**config.mk**
```make
export PLATFORM = sky130hd
export DESIGN_NAME = fetch_unit
export DESIGN_NICKNAME = d
export VERILOG_FILES = /design/src/rtl/fetch_unit.sv
export SDC_FILE = /design/constraint.sdc
export NUM_CORES = 1
export LEC_CHECK = 0
export CORE_ASPECT_RATIO = 0.7
export CORE_UTILIZATION = 44
export CTS_CLUSTER_SIZE = 10
export DETAILED_ROUTE_END_ITERATION = 7
export PLACE_DENSITY = 0.86
export SKIP_LAST_GASP = 1
export SLEW_MARGIN = 20
export SYNTH_ARGS = -nofsm -noshare
export SYNTH_HDL_FRONTEND = slang
export SYNTH_SLANG_ARGS = --single-unit
```
**constraint.sdc**
```tcl
create_clock -name clock -period 5.3 [get_ports clock]
set_input_delay 1.06 -clock clock [delete_from_list [all_inputs] [get_ports clock]]
set_output_delay 1.06 -clock clock [all_outputs]
set_load 0.02 [all_outputs]
```
**src/rtl/fetch_unit.sv**
```systemverilog
// nrisc fetch stage: owns the PC, reads instruction bytes from the
// unified memory and hands them to decode over valid/ready.
module fetch_unit #(
  parameter int unsigned ADDR_WIDTH = 8,
  parameter int unsigned DATA_WIDTH = 8,
  parameter logic [ADDR_WIDTH-1:0] RESET_PC = '0,
  parameter logic [ADDR_WIDTH-1:0] INSTR_LIMIT = 'h8B
) (
  input  logic                  clock,
  input  logic                  reset,
  input  logic                  halt,
  input  logic                  mem_busy,
  input  logic                  redirect,
  input  logic [ADDR_WIDTH-1:0] redirect_pc,
  input  logic                  instr_ready,
  input  logic [DATA_WIDTH-1:0] mem_instr,
  output logic [ADDR_WIDTH-1:0] mem_addr,
  output logic                  mem_read,
  output logic [DATA_WIDTH-1:0] instr_out,
  output logic                  instr_valid,
  output logic [ADDR_WIDTH-1:0] instr_pc,
  output logic [7:0]            fetch_count,
  output logic                  fault
);

  typedef enum logic [1:0] {
    S_FETCH,
    S_HOLD,
    S_FAULT
  } state_e;

  state_e                  state_q, state_d;
  logic [ADDR_WIDTH-1:0]   pc_q, pc_d;
  logic [DATA_WIDTH-1:0]   ir_q, ir_d;
  logic [ADDR_WIDTH-1:0]   ipc_q, ipc_d;
  logic                    valid_q, valid_d;
  logic [7:0]              cnt_q, cnt_d;
  logic                    fault_q, fault_d;

  logic                    fetch_go;
  logic                    tgt_ok;
  logic [ADDR_WIDTH-1:0]   pc_inc;

  assign fetch_go = (state_q == S_FETCH) && !halt
                    && !mem_busy && !reset;
  assign tgt_ok   = (redirect_pc <= INSTR_LIMIT);
  // The instruction region is circular: the last legal byte
  // is followed by address zero, never by the data region.
  assign pc_inc   = (pc_q == INSTR_LIMIT) ? '0
                    : pc_q + 1'b1;

  assign mem_addr    = pc_q;
  assign mem_read    = fetch_go;
  assign instr_out   = ir_q;
  assign instr_valid = valid_q;
  assign instr_pc    = ipc_q;
  assign fetch_count = cnt_q;
  assign fault       = fault_q;

  always_comb begin
    state_d = state_q;
    pc_d    = pc_q;
    ir_d    = ir_q;
    ipc_d   = ipc_q;
    valid_d = valid_q;
    cnt_d   = cnt_q;
    fault_d = fault_q;

    if (halt) begin
      state_d = state_q;
    end else if (redirect && state_q != S_FAULT) begin
      valid_d = 1'b0;
      if (tgt_ok) begin
        pc_d    = redirect_pc;
        state_d = S_FETCH;
      end else begin
        fault_d = 1'b1;
        state_d = S_FAULT;
      end
    end else begin
      unique case (state_q)
        S_FETCH: begin
          if (fetch_go) begin
            ir_d    = mem_instr;
            ipc_d   = pc_q;
            valid_d = 1'b1;
            pc_d    = pc_inc;
            state_d = S_HOLD;
          end
        end
        S_HOLD: begin
          if (instr_ready) begin
            cnt_d   = cnt_q + 8'd1;
            valid_d = 1'b0;
            state_d = S_FETCH;
          end
        end
        S_FAULT: begin
          state_d = S_FAULT;
        end
        default: begin
          state_d = S_FETCH;
        end
      endcase
    end
  end

  always_ff @(posedge clock) begin
    if (reset) begin
      state_q <= S_FETCH;
      pc_q    <= RESET_PC;
      ir_q    <= '0;
      ipc_q   <= '0;
      valid_q <= 1'b0;
      cnt_q   <= 8'd0;
      fault_q <= 1'b0;
    end else begin
      state_q <= state_d;
      pc_q    <= pc_d;
      ir_q    <= ir_d;
      ipc_q   <= ipc_d;
      valid_q <= valid_d;
      cnt_q   <= cnt_d;
      fault_q <= fault_d;
    end
  end

endmodule

```
## Yosys cells after proc, flatten, opt, wreduce, memory -nomap -nowiden

Index checks and enable logic that the tools add are counted.
Widths: inputs -> output; s select.

| storage, ports and cells | value |
|---|---|
| bits in writable memories | 0 |
| register bits | 36 |
| input port bits | 22 |
| ROM bits | 0 |
| bits in latches | 0 |
| memories | 0 |
| word-level logic and storage cells | 51 |

| operators by class | value |
|---|---|
| eq/ne operators | 7 |
| muxes and demuxes | 14 |
| div/mod/pow operators | 0 |
| bitwise logic cells | 3 |
| add/sub/neg operators | 2 |
| multiply operators | 0 |
| order comparisons | 1 |
| shifts and indexed selects | 0 |
| reductions and logical operators | 17 |

Operator list:

| operator | number |
|---|---|
| $mux 8 | 5 |
| $add 8x1->8 const B | 2 |
| $reduce_and 4->1 | 4 |
| $eq 8x8->1 const B | 1 |
| $le 8x8->1 const B | 1 |
| $mux 2 | 4 |
| $pmux 2 s3 | 1 |
| $reduce_and 3->1 | 2 |
| $logic_and 1x1->1 | 4 |
| $ne 2x2->1 const B | 2 |
| $reduce_bool 2->1 | 2 |
| $logic_not 1->1 | 3 |
| $mux 1 | 3 |
| $ne 3x2->1 const B | 1 |
| $ne 3x3->1 const B | 1 |
| $not 1->1 | 3 |
| $reduce_bool 3->1 | 1 |
| $eq 2x1->1 const B | 1 |
| $eq 2x2->1 const B | 1 |
| $logic_not 2->1 | 1 |
| $pmux 1 s2 | 1 |

## Logic depth before layout (Yosys ltp)

| logic depth | value |
|---|---|
| depth after elaboration | 7 |
| gate-level depth with buffers | 7 |
| depth with buffers taken out | 5 |

## Worst setup path before layout

OpenSTA, ideal clock, no wires.

| path | value |
|---|---|
| path type | in2out |
| start point | in halt |
| end point | out mem_read |
| data required time | 4.240 ns |
| data arrival time | 1.894 ns |
| setup slack | 2.346 ns |
| path buffers | 0 |
| stages on the path | 2 |
| cells stage by stage | or4_4 nor2_1 |

| on the way | value |
|---|---|
| word-level cells in the longest chain between the ends | 4 |

Ends and longest elaborated chain:

| element | line | text |
|---|---|---|
| from (decl) | 11 | `input logic halt,` |
| $logic_not 1->1 | 44 | `assign fetch_go = (state_q == S_FETCH) && !halt` |
| $logic_and 1x1->1 | 44 |  |
| $logic_and 1x1->1 (2 in a row) | 45 | `&& !mem_busy && !reset;` |
| to (decl) | 18 | `output logic mem_read,` |

No other way between the ends.

## Final worst setup path

Same ends and word-level chain as after synthesis.

==> qor.csv <==
metric;value;unit
commonest non-fill, non-tap cell in the layout;clkdlybuf4s50_1;
Final Slew Violations;0;
first-pass GRT wire length;6582;µm
count of different cell masters after synthesis;46;
Rows;18;
register bit count reported by yosys;36;
IO buf count;56;
area post-placement;2303;µm²
Wirelength per Cell;13.29;µm
P_leak;0.0007966;µW
clock sinks;36;
clk slew on worst S/H paths;0.07;ns
Die ar.;4244;µm²
Ports;57;
RSZ-0062 raised after global routing;no;
fillers;327;
routed wire length;4121;µm
Reg area;720.7;µm²
Post-CTS Hold Fix Bufs;0;
Final Hold Fails;0;
Starting Density;0.4775;
Worst-Skew Late Latency;0.28;ns
Die Wd;77.44;µm
Root Buffer;clkbuf_8;
DRC;0;
buffer count from post-CTS setup fixing;0;
Placer Congestion;0.8522;
max_slew headroom;0.5642;
Tmin final;4.046;ns
Hold Path Class;reg -> reg;
EDFF count, synth;0;
Setup crit start kind;input pin;
worst path required time;4.24;ns
CTS H-tree lvls;2;
area of the multi-input gates;929.6;µm²
vias in the first global route;1400;
1st-pass router iterations;4;
WHS;0.4537;ns
CTS tree;built;
status;finished clean;
Setup crit end kind;output port;
top-area cell type share of the netlist area;0.4111;
most frequent cells in the layout;clkdlybuf4s50_1 (56), nand2_1 (45), dfxtp_1 (36);
Final HPWL DP;2982;µm
post-CTS sizing;0;
fraction of layout cells with a size suffix above 1;0.06154;
Netlist Area Pre-Place;1753;µm²
final period utilization;0.7634;
Yosys warnings;0;
post-route insts no fill;310;
largest net degree at the start of global routing;41;
DIE HEIGHT;54.81;µm
ANT cells;0;
Synth area leaders;dfxtp_1 (41%), nand2_1 (9.6%), a21oi_1 (6.6%);
Setup TNS;0;ns
Final Cell Area;2381;µm²
FF-to-FF path depth;4;
sequential-to-total area share from yosys stat;0.4111;
Mapped Cells;211;
syn_area_per_cell;8.308;µm²
syn_nets;235;
Vias/cell;5.471;
placed cells;303;
Async S/R FF share, synth;0;
maximum VDD drop;0.1651;mV
via count;1696;
Clock Skews;0.008273;ns
crit-path max FO;8;
TritonCTS Buffers;5;
GRT overflow;0;
WP data arrival;2.99;ns
largest area contributor in the netlist;dfxtp_1;
power per cell area;225.8;nW/µm²
critical path class;in -> out;
Pwr Total;537.7;µW
initial DRC count;89;
Synth Flop Type;dfxtp_1;
post-layout net count;284;
antenna violations before repair;0;
worst slew pin tran;0.6508;ns
global-route usage over all layers;0.2037;
Area growth, synth to finish;35.83;%
Max-Cap Viols;0;
Final setup viols;0;
f_max;0.2472;GHz
WHS Path Cells;2;
post-route ant nets;0;
clock buffer depth;2;
core box area;3671;µm²
[per-stage QoR]
stage | worst slack, ns | util
after floorplan | 2.346 | -
after global placement | 1.278 | 0.6275
after detailed placement | 1.254 | 0.6275
after CTS | 1.242 | 0.6486
after global routing | 1.180 | 0.6486
final | 1.254 | 0.6486
[kinds of logic (layout without fill, tap and decap cells)]
logic type,after synthesis,count (layout),synth area share
simple gates,91,91,0.2648
compound gates,52,52,0.2020
flops,36,36,0.4111
buf+inv,21,70,0.05853
mux,5,5,0.02927
xor+xnor,4,4,0.01998
fa+ha+maj,2,2,0.01427
[registers in the layout (all words and copies together) (netlist names)]
register	cells
instr_pc	8
instr_out	8
mem_addr	8
fault	1
fetch_count	8
state_q	2
instr_valid	1
[path summary, 6_finish.rpt]
path	endpoint	from	slack [ns]
hold / removal	instr_out[7]	instr_out[7]	0.45
setup / recovery	mem_read	halt	1.25
setup reg to reg	mem_addr[3]	state_q[0]	3.34
hold reg to reg	instr_out[7]	instr_out[7]	0.45
[cell type report]
class | count | area share
multi-input combinational | 154 | 0.3904
tap | 50 | 0.02627
timing repair buffer | 57 | 0.2386
clock inverter | 1 | 0.002102
sequential | 36 | 0.3027
inverter | 6 | 0.009459
clock buffer | 6 | 0.03048
[synthesized netlist by cell type, types with 4 or more instances]
cell type  number
mux2i_1         4
nor2_1         10
a21oi_1        23
clkbuf_1        7
o32ai_1         4
dfxtp_1        36
buf_2           4
nand4_1         4
nor3_1          7
a311oi_1        4
nand3_1         6
nand2_1        45
xor2_1          4
inv_1           6
[critical path, cell delays in order]
cell and delay, ns:
clkdlybuf4s50_1 0.57, or4_4 0.62, nor2_1 0.12, clkdlybuf4s50_1 0.61
[routing by layer]
layer  track usage  vias to the layer above  part of all wire
met5             0                        -                 0
met4       0.06604                        0            0.0056
met3       0.06333                        4             0.072
met2        0.3245                       60              0.44
met1        0.2666                      776              0.48
li1              -                      856                 -
[power breakdown]
part           switching, µW  internal [µW]  leakage, µW
clock                   89.6           89.3    0.0000410
sequential              7.80            276     0.000291
combinational           38.4           36.1     0.000464
total                    136            402     0.000797
(Power assumes the default switching activity.)
